[src/rtl/edge_event_arbiter.sv]
// Rising-edge capture, pending/overflow tracking and round-robin valid/ready event issue.
// Optional EDGE_ARB_BOTH_EDGES_EN: count both edges and report polarity on out_pol.
module edge_event_arbiter #(
   parameter int N_CH = 4,
   parameter int ID_W = 2
) (
   input  logic            clk,
   input  logic            reset,
   input  logic [N_CH-1:0] din,
   output logic            out_valid,
   input  logic            out_ready,
   output logic [ID_W-1:0] out_ch,
   output logic [N_CH-1:0] pending,
   output logic [N_CH-1:0] ovf,
`ifdef EDGE_ARB_BOTH_EDGES_EN
   output logic            out_pol,
`endif
   input  logic [N_CH-1:0] ovf_clr
);

   typedef enum logic {S_IDLE, S_OFFER} state_e;

   state_e            state_q, state_d;
   logic [N_CH-1:0]   din_q;
   logic [N_CH-1:0]   pending_q, pending_d;
   logic [N_CH-1:0]   ovf_q, ovf_d;
   logic              out_valid_q, out_valid_d;
   logic [ID_W-1:0]   out_ch_q, out_ch_d;
   logic [ID_W-1:0]   rr_last_q, rr_last_d;

   logic [N_CH-1:0]   edge_det;
   logic [N_CH-1:0]   grant_vec;
   logic [2*N_CH-1:0] pend_rot;
   logic              handshake, grant_en, win_found;
   logic [ID_W-1:0]   win_idx;
   int                win_off;

`ifdef EDGE_ARB_BOTH_EDGES_EN
   logic [N_CH-1:0]   pol_q, pol_d;
   logic              out_pol_q, out_pol_d;
   assign edge_det = din ^ din_q;
`else
   assign edge_det = din & ~din_q;
`endif

   assign handshake = out_valid_q & out_ready;
   assign grant_en  = (|pending_q) & ((state_q == S_IDLE) | handshake);

   // Rotate so the channel after rr_last lands at bit 0; the lowest set bit wins.
   always_comb begin
      // NOTE: every comb output gets a default first so no path leaves it unassigned (no latch).
      pend_rot  = {pending_q, pending_q} >> (int'(rr_last_q) + 1);
      win_found = 1'b0;
      win_off   = 0;
      for (int j = N_CH - 1; j >= 0; j--) begin
         if (pend_rot[j]) begin
            win_found = 1'b1;
            win_off   = j;
         end
      end
      win_idx = ID_W'((int'(rr_last_q) + 1 + win_off) % N_CH);
   end

   // State register.
   always_ff @(posedge clk or posedge reset) begin
      if (reset) begin
         state_q <= S_IDLE;
      end else begin
         state_q <= state_d;
      end
   end

   // Next-state logic.
   always_comb begin
      state_d = state_q;
      case (state_q)
         S_IDLE:  if (|pending_q) state_d = S_OFFER;
         S_OFFER: if (handshake && !(|pending_q)) state_d = S_IDLE;
         default: state_d = S_IDLE;
      endcase
   end

   // Output and per-channel bookkeeping.
   always_comb begin
      out_valid_d = out_valid_q;
      out_ch_d    = out_ch_q;
      rr_last_d   = rr_last_q;
      grant_vec   = '0;
      if (grant_en && win_found) begin
         out_valid_d = 1'b1;
         out_ch_d    = win_idx;
         rr_last_d   = win_idx;
         for (int i = 0; i < N_CH; i++) grant_vec[i] = (win_idx == ID_W'(i));
      end else if (handshake) begin
         out_valid_d = 1'b0;
      end
      // An edge in the grant cycle re-arms the channel; only an unserved repeat overflows.
      pending_d = (pending_q & ~grant_vec) | edge_det;
      ovf_d     = (ovf_q & ~ovf_clr) | (edge_det & pending_q & ~grant_vec);
`ifdef EDGE_ARB_BOTH_EDGES_EN
      pol_d     = (pol_q & ~edge_det) | (din & edge_det);
      out_pol_d = (grant_en && win_found) ? |(pol_q & grant_vec) : out_pol_q;
`endif
   end

   always_ff @(posedge clk or posedge reset) begin
      if (reset) begin
         din_q       <= '0;
         pending_q   <= '0;
         ovf_q       <= '0;
         out_valid_q <= 1'b0;
         out_ch_q    <= '0;
         rr_last_q   <= ID_W'(N_CH - 1);
`ifdef EDGE_ARB_BOTH_EDGES_EN
         pol_q       <= '0;
         out_pol_q   <= 1'b0;
`endif
      end else begin
         // NOTE: non-blocking so every register samples pre-edge values of the others.
         din_q       <= din;
         pending_q   <= pending_d;
         ovf_q       <= ovf_d;
         out_valid_q <= out_valid_d;
         out_ch_q    <= out_ch_d;
         rr_last_q   <= rr_last_d;
`ifdef EDGE_ARB_BOTH_EDGES_EN
         pol_q       <= pol_d;
         out_pol_q   <= out_pol_d;
`endif
      end
   end

   assign out_valid = out_valid_q;
   assign out_ch    = out_ch_q;
   assign pending   = pending_q;
   assign ovf       = ovf_q;
`ifdef EDGE_ARB_BOTH_EDGES_EN
   assign out_pol   = out_pol_q;
`endif

endmodule

[config.mk]
export PLATFORM = sky130hd
export DESIGN_NAME = edge_event_arbiter
export DESIGN_NICKNAME = d
export VERILOG_FILES = /design/src/rtl/edge_event_arbiter.sv
export SDC_FILE = /design/constraint.sdc
export NUM_CORES = 1
export LEC_CHECK = 0
export BUFFER_PORTS_ARGS = -buffer_cell sky130_fd_sc_hd__buf_2
export CORE_MARGIN = 2
export CORE_UTILIZATION = 54
export DETAILED_ROUTE_END_ITERATION = 10
export PLACE_DENSITY = 0.83
export SLEW_MARGIN = 10
export SYNTH_ARGS = -nofsm -noshare
export SYNTH_HDL_FRONTEND = slang
export SYNTH_SLANG_ARGS = --single-unit
[constraint.sdc]
create_clock -name clk -period 7.8 [get_ports clk]
set_input_delay 0.78 -clock clk [delete_from_list [all_inputs] [get_ports clk]]
set_output_delay 0.78 -clock clk [all_outputs]
set_load 0.02 [all_outputs]
Yosys cells after proc, flatten, opt, wreduce, memory -nomap -nowiden
Cells that the tools add are included.

storage, ports and cells
  bits of input ports = 11
  output and inout port bits = 11
  logic and storage cells = 47
  register bits after elaboration = 18

operators by class
  mux-type cells = 14
  shift operators = 1
  reduce and logical (&&, ||, !) cells = 6
  eq/ne operators = 3
  bitwise operators = 14
  $add $sub $neg = 2

operators by type and width
  cell                   count
  $and A4 B4 Y4          5
  $not A4 Y4             3
  $mux W1                8
  $mux W2                4
  $or A4 B4 Y4           2
  $shr A8 B3 Y4          1
  $eq A2 B2 Y1 const B   2
  $mux W4                1
  $reduce_or A4 Y1       1
  $add A2 B1 Y3 const B  1
  $add A2 B2 Y2          1
  $and A1 B1 Y1          2
  $eq A2 B1 Y1 const B   1
  $logic_and A1 B1 Y1    2
  $logic_not A2 Y1       1
  $pmux W1 S2            1
  $reduce_bool A2 Y1     1
  $logic_not A1 Y1       1
  $not A1 Y1             1
  $or A1 B1 Y1           1

Logic depth before layout (Yosys ltp)
  word-level depth = 12
  gate-level depth with buffers = 11
  mapped depth without buffers = 10

Worst setup path after synthesis
No wires, ideal clock.

  path type = register to register
  from = reg rr_last_q[1]
  to = reg out_ch_q[1] (netlist: out_ch[1])
  data required time = 7.675 ns
  path buffers = 1
  library setup time = 0.125 ns
  clock period less this slack = 2.530 ns
  stages on the path, launching flop included = 12
  setup slack = 5.270 ns
  arrival = 2.406 ns
  cells stage by stage = dfstp_2 buf_2 nand2_1 a22oi_1 o21ai_0 o21a_1 ha_1 xnor2_1 xnor2_1 or4_4 and2_1 mux2_2

between the ends
  longest elaborated chain between the ends = 7
  elaborated cells on any way between the ends = 12
  those cells by class = add/sub: 2; shift: 1; mux: 8; reduce/logical: 1

ends and longest elaborated chain
  item                                                  RTL line  text
  start, declared                                       29        logic [ID_W-1:0] rr_last_q, rr_last_d;
  start signal, assigned                                113       rr_last_q <= ID_W'(N_CH - 1);
  start signal, assigned                                125       rr_last_q <= rr_last_d;
  $add A2 B1 Y3 (*)                                     61        win_idx = ID_W'((int'(rr_last_q) + 1 + win_off) % N_CH);
  $shr A8 B3 Y4                                         52        pend_rot = {pending_q, pending_q} >> (int'(rr_last_q) + 1);
  $mux W2 or $mux W1 (tied branches) (4 in series)      56        if (pend_rot[j]) begin
  $add A2 B2 Y2 or $logic_and A1 B1 Y1 (tied branches)  61, 89
  end signal, assigned                                  124       out_ch_q <= out_ch_d;
  end, declared                                         28        logic [ID_W-1:0] out_ch_q, out_ch_d;

Mark *: on every way between the ends. The rest lies on a longest branch, timed or not.
A chain may end at the register's enable or synchronous reset.

Worst setup path after layout
  from = reg rr_last_q[1]
  to = reg pending_q[0] (netlist: pending[0])

between the ends
  longest elaborated chain between the ends = 12
  elaborated cells on any way between the ends = 17
  those cells by class = add/sub: 2; shift: 1; mux: 9; bitwise: 3; reduce/logical: 2

ends and longest elaborated chain
  item                   RTL line  text
  $add A2 B1 Y3 (*)      61
  $shr A8 B3 Y4          52
  $mux W2 (4 in series)  56
  $add A2 B2 Y2          61
  $logic_not A2 Y1       93        for (int i = 0; i < N_CH; i++) grant_vec[i] = (win_idx == ID_W'(i));
  $mux W4 (*)            89        if (grant_en && win_found) begin
  $not A4 Y4 (*)         98        pending_d = (pending_q & ~grant_vec) | edge_det;
  $and A4 B4 Y4 (*)      98
  $or A4 B4 Y4 (*)       98
  net pending_d[0]       25        logic [N_CH-1:0] pending_q, pending_d;
  end signal, assigned   121       pending_q <= pending_d;
  end, declared          25

The timed path passes the listed nets; every way through them passes the cells marked *.

==> impl_results.md <==
- Status: finished, final reports clean
- Dpl hpwl: 1330 um
- P_leak: 0.486 nW
- # port buffers: 21
- Area occupied by multi-input gates: 384 sq um
- CTS tree: yes
- R2R Path Start: rr_last_q[1]
- Max-slew headroom: 56.1%
- Core Box Area: 1520 sq um
- TritonCTS buffer count: 3
- Synthesized cell area: 887 sq um
- Final ANT Viol Nets: 0
- Yosys cell types: 35
- Crit path kind: flop to flop
- WHS Path Cells: 1
- Area growth, synth to finish: 14.8%
- R2R Setup Slk: 5.13 ns
- Fin crit period: 2.67 ns
- Share of layout cells above drive strength 1: 31.7%
- Io pins: 22
- Max-slew violation count: 0
- Final Skew: 0.00343 ns
- Site Rows: 14
- Setup TNS: 0 ns
- Peak Freq: 374 MHz
- Post-CTS sizing: 0
- R2R cell count: 10
- Slew @ Worst Pin: 0.658 ns
- Number of synthesized flops with an enable pin: 0
- Worst hold path type: flop to flop
- Remaining Overflow, GRT: 0
- Max-cap violations: 0
- Slowest cell delay on critical path: 0.62 ns
- R2r endpoint: pending[0]
- Synth Net Count: 94
- Routed wire length: 1720 um
- Asr flop ratio synth: 100%
- Avg Cell Area, Syn: 10.8 sq um
- Most used cell, CP: xnor2_1
- Initial DRC Count: 14
- Fillcell total: 122
- GPL Wtd Cong: 0.758
- #FFs+latches synth: 18
- Place WS: 5.15 ns
- Setup WS post-layout: 5.13 ns
- Final nets: 118
- Vias in the first global route: 722
- Worst-path clk slew: 0.09 ns
- Worst Path Required: 7.97 ns
- Setup crit start kind: flop
- Slowest-stage cell, CP: dfstp_2
- DIE WIDTH: 44.5 um
- PwrDens: 373 nW/um^2
- Final setup vio count: 0
- RSZ-0062 raised after global routing: no
- # hold bufs at CTS: 0
- YS warnings: 0
- Later-pin clock latency in the skew report: 0.29 ns
- DIE AREA: 1980 sq um
- CP arrival: 2.84 ns
- CP Cell Sequence: nand2_1 -> a22oi_1 -> o21ai_0 -> o21a_1 -> ha_1 -> xnor2_1 -> xnor2_1 -> or4_4 -> a21oi_1 -> o22ai_1
- CP Capture Type: flop
- Gate Count Post-Synth: 82
- Hold Fails Final Rpt: 0
- Clock root cell: clkbuf_4
- Inserted Diodes: 0
- Num Clock Sinks: 18
- Initial antenna violation count: 0
- Hold wc startpoint: din_q[1]
- Vias/cell: 5.73
- Post-route DRC: 0
- Setup bufs post-CTS: 0
- Clock buffer depth: 2
- H-tree lvl count: 1
- Register area share after synthesis: 51.1%
- Critical path fanouts, max: 9
- Starting Density: 58.2%
- WHS Endpoint: pending[1]
- Pin count of the biggest net entering global routing: 19
- Reg area: 453 sq um
- Post-synth top flop: dfrtp_1
- VDD IR max: 0.000197 V
- DRT Pass-1 Iters: 4
- Routed len/inst: 14.3 um
- Fin crit share: 34.3%
- First-pass GRT wire length: 3090 um
- Die Y-Extent: 44.5 um
- Via count: 687
- Tot GR Track Use: 21.7%
==> through the flow <==
stage / power, mW / util, % / hold slack, ns / cell area (sq um) / cells
final: 0.380 / 66.8 / 0.459 / 1020 / 120
after global routing: 0.407 / 66.8 / 0.482 / 1020 / 120
after CTS: 0.380 / 66.8 / 0.459 / 1020 / 120
after detailed placement: 0.335 / 65.4 / 0.445 / 996 / 117
after global placement: 0.325 / 65.4 / 0.443 / 996 / 117
after floorplan: 0.290 / - / 0.433 / 887 / 82
==> metal layers <==
layer / share of wire, % / global-route usage (%) / vias to the layer above
met5: 0 / 0 / -
met4: 1.8 / 10.9 / 0
met3: 4.4 / 3.67 / 3
met2: 48 / 33.0 / 22
met1: 46 / 29.8 / 324
li1: - / - / 338
==> cell type report <==
class                           instances  share of cell area (%)
Sequential cell                        18                    44.5
Multi-Input combinational cell         53                    37.7
Timing Repair Buffer                   21                    10.3
Inverter                                9                    3.32
Clock buffer                            3                    2.21
Tap cell                               16                    1.97
==> Yosys cell counts (2+ instances only) <==
| cell | count | area [sq um] |
|---|---|---|
| dfrtp_1 | 16 | 400 |
| nand2b_1 | 4 | 25.0 |
| nand2_1 | 8 | 30.0 |
| o22ai_1 | 2 | 12.5 |
| inv_1 | 9 | 33.8 |
| o21a_1 | 2 | 15.0 |
| a21oi_1 | 4 | 20.0 |
| xnor2_1 | 2 | 17.5 |
| a32o_1 | 2 | 20.0 |
| o21ai_0 | 3 | 15.0 |
| nor2b_1 | 3 | 18.8 |
| mux2_2 | 2 | 22.5 |
| dfstp_2 | 2 | 52.6 |
| or3b_1 | 2 | 17.5 |
==> state kept, by name, summed over array words and instances (netlist names) <==
name / count
state_q: 1
rr_last_q: 2
ovf: 4
out_ch: 2
pending: 4
din_q: 4
out_valid: 1
==> cells by family after synthesis <==
group | Yosys count | share of synthesized area [%]
compound gates | 21 | 18.1
xor+xnor | 2 | 1.97
fa+ha+maj | 1 | 1.41
buf+inv | 11 | 5.64
flops | 18 | 51.1
mux | 3 | 3.67
simple gates | 26 | 18.2
==> critical path: cells and delay by family, from the launching register on <==
family	cells	cell delay, ns
AND/OR/NAND/NOR	2	0.56
XOR/XNOR	2	0.30
adder cells (fa/ha/maj)	1	0.19
AO/OA/AOI/OAI	5	0.88
flip-flops	1	0.62
==> placed cells by master (no fill, tap or decap), drive strengths merged, types with 3 or more instances in the layout <==
cell    netlist  final
a21oi         4      4
buf           2     21
clkbuf        0      3
dfrtp        16     16
inv           9      9
nand2         8      8
nand2b        4      4
nor2b         4      4
o21ai         3      3
==> worst max path at each step <==
stage | cells past startpoint | start | slack (ns) | endpoint
floorplan | 11 | rr_last_q[1] | 5.27 | out_ch[1]
global placement | 10 | rr_last_q[1] | 5.30 | out_ch[1]
detailed placement | 10 | rr_last_q[1] | 5.15 | pending[0]
CTS | 10 | rr_last_q[1] | 5.14 | pending[0]
global route | 10 | rr_last_q[1] | 4.89 | pending[0]
finish | 10 | rr_last_q[1] | 5.13 | pending[0]
==> power breakdown <==
group | internal [mW] | leakage, nW | switching (mW)
combinational | 0.0818 | 0.272 | 0.0956
sequential | 0.123 | 0.200 | 0.0348
clock | 0.0180 | 0.0138 | 0.0269
No activity file was read; power rests on OpenSTA's default activity.
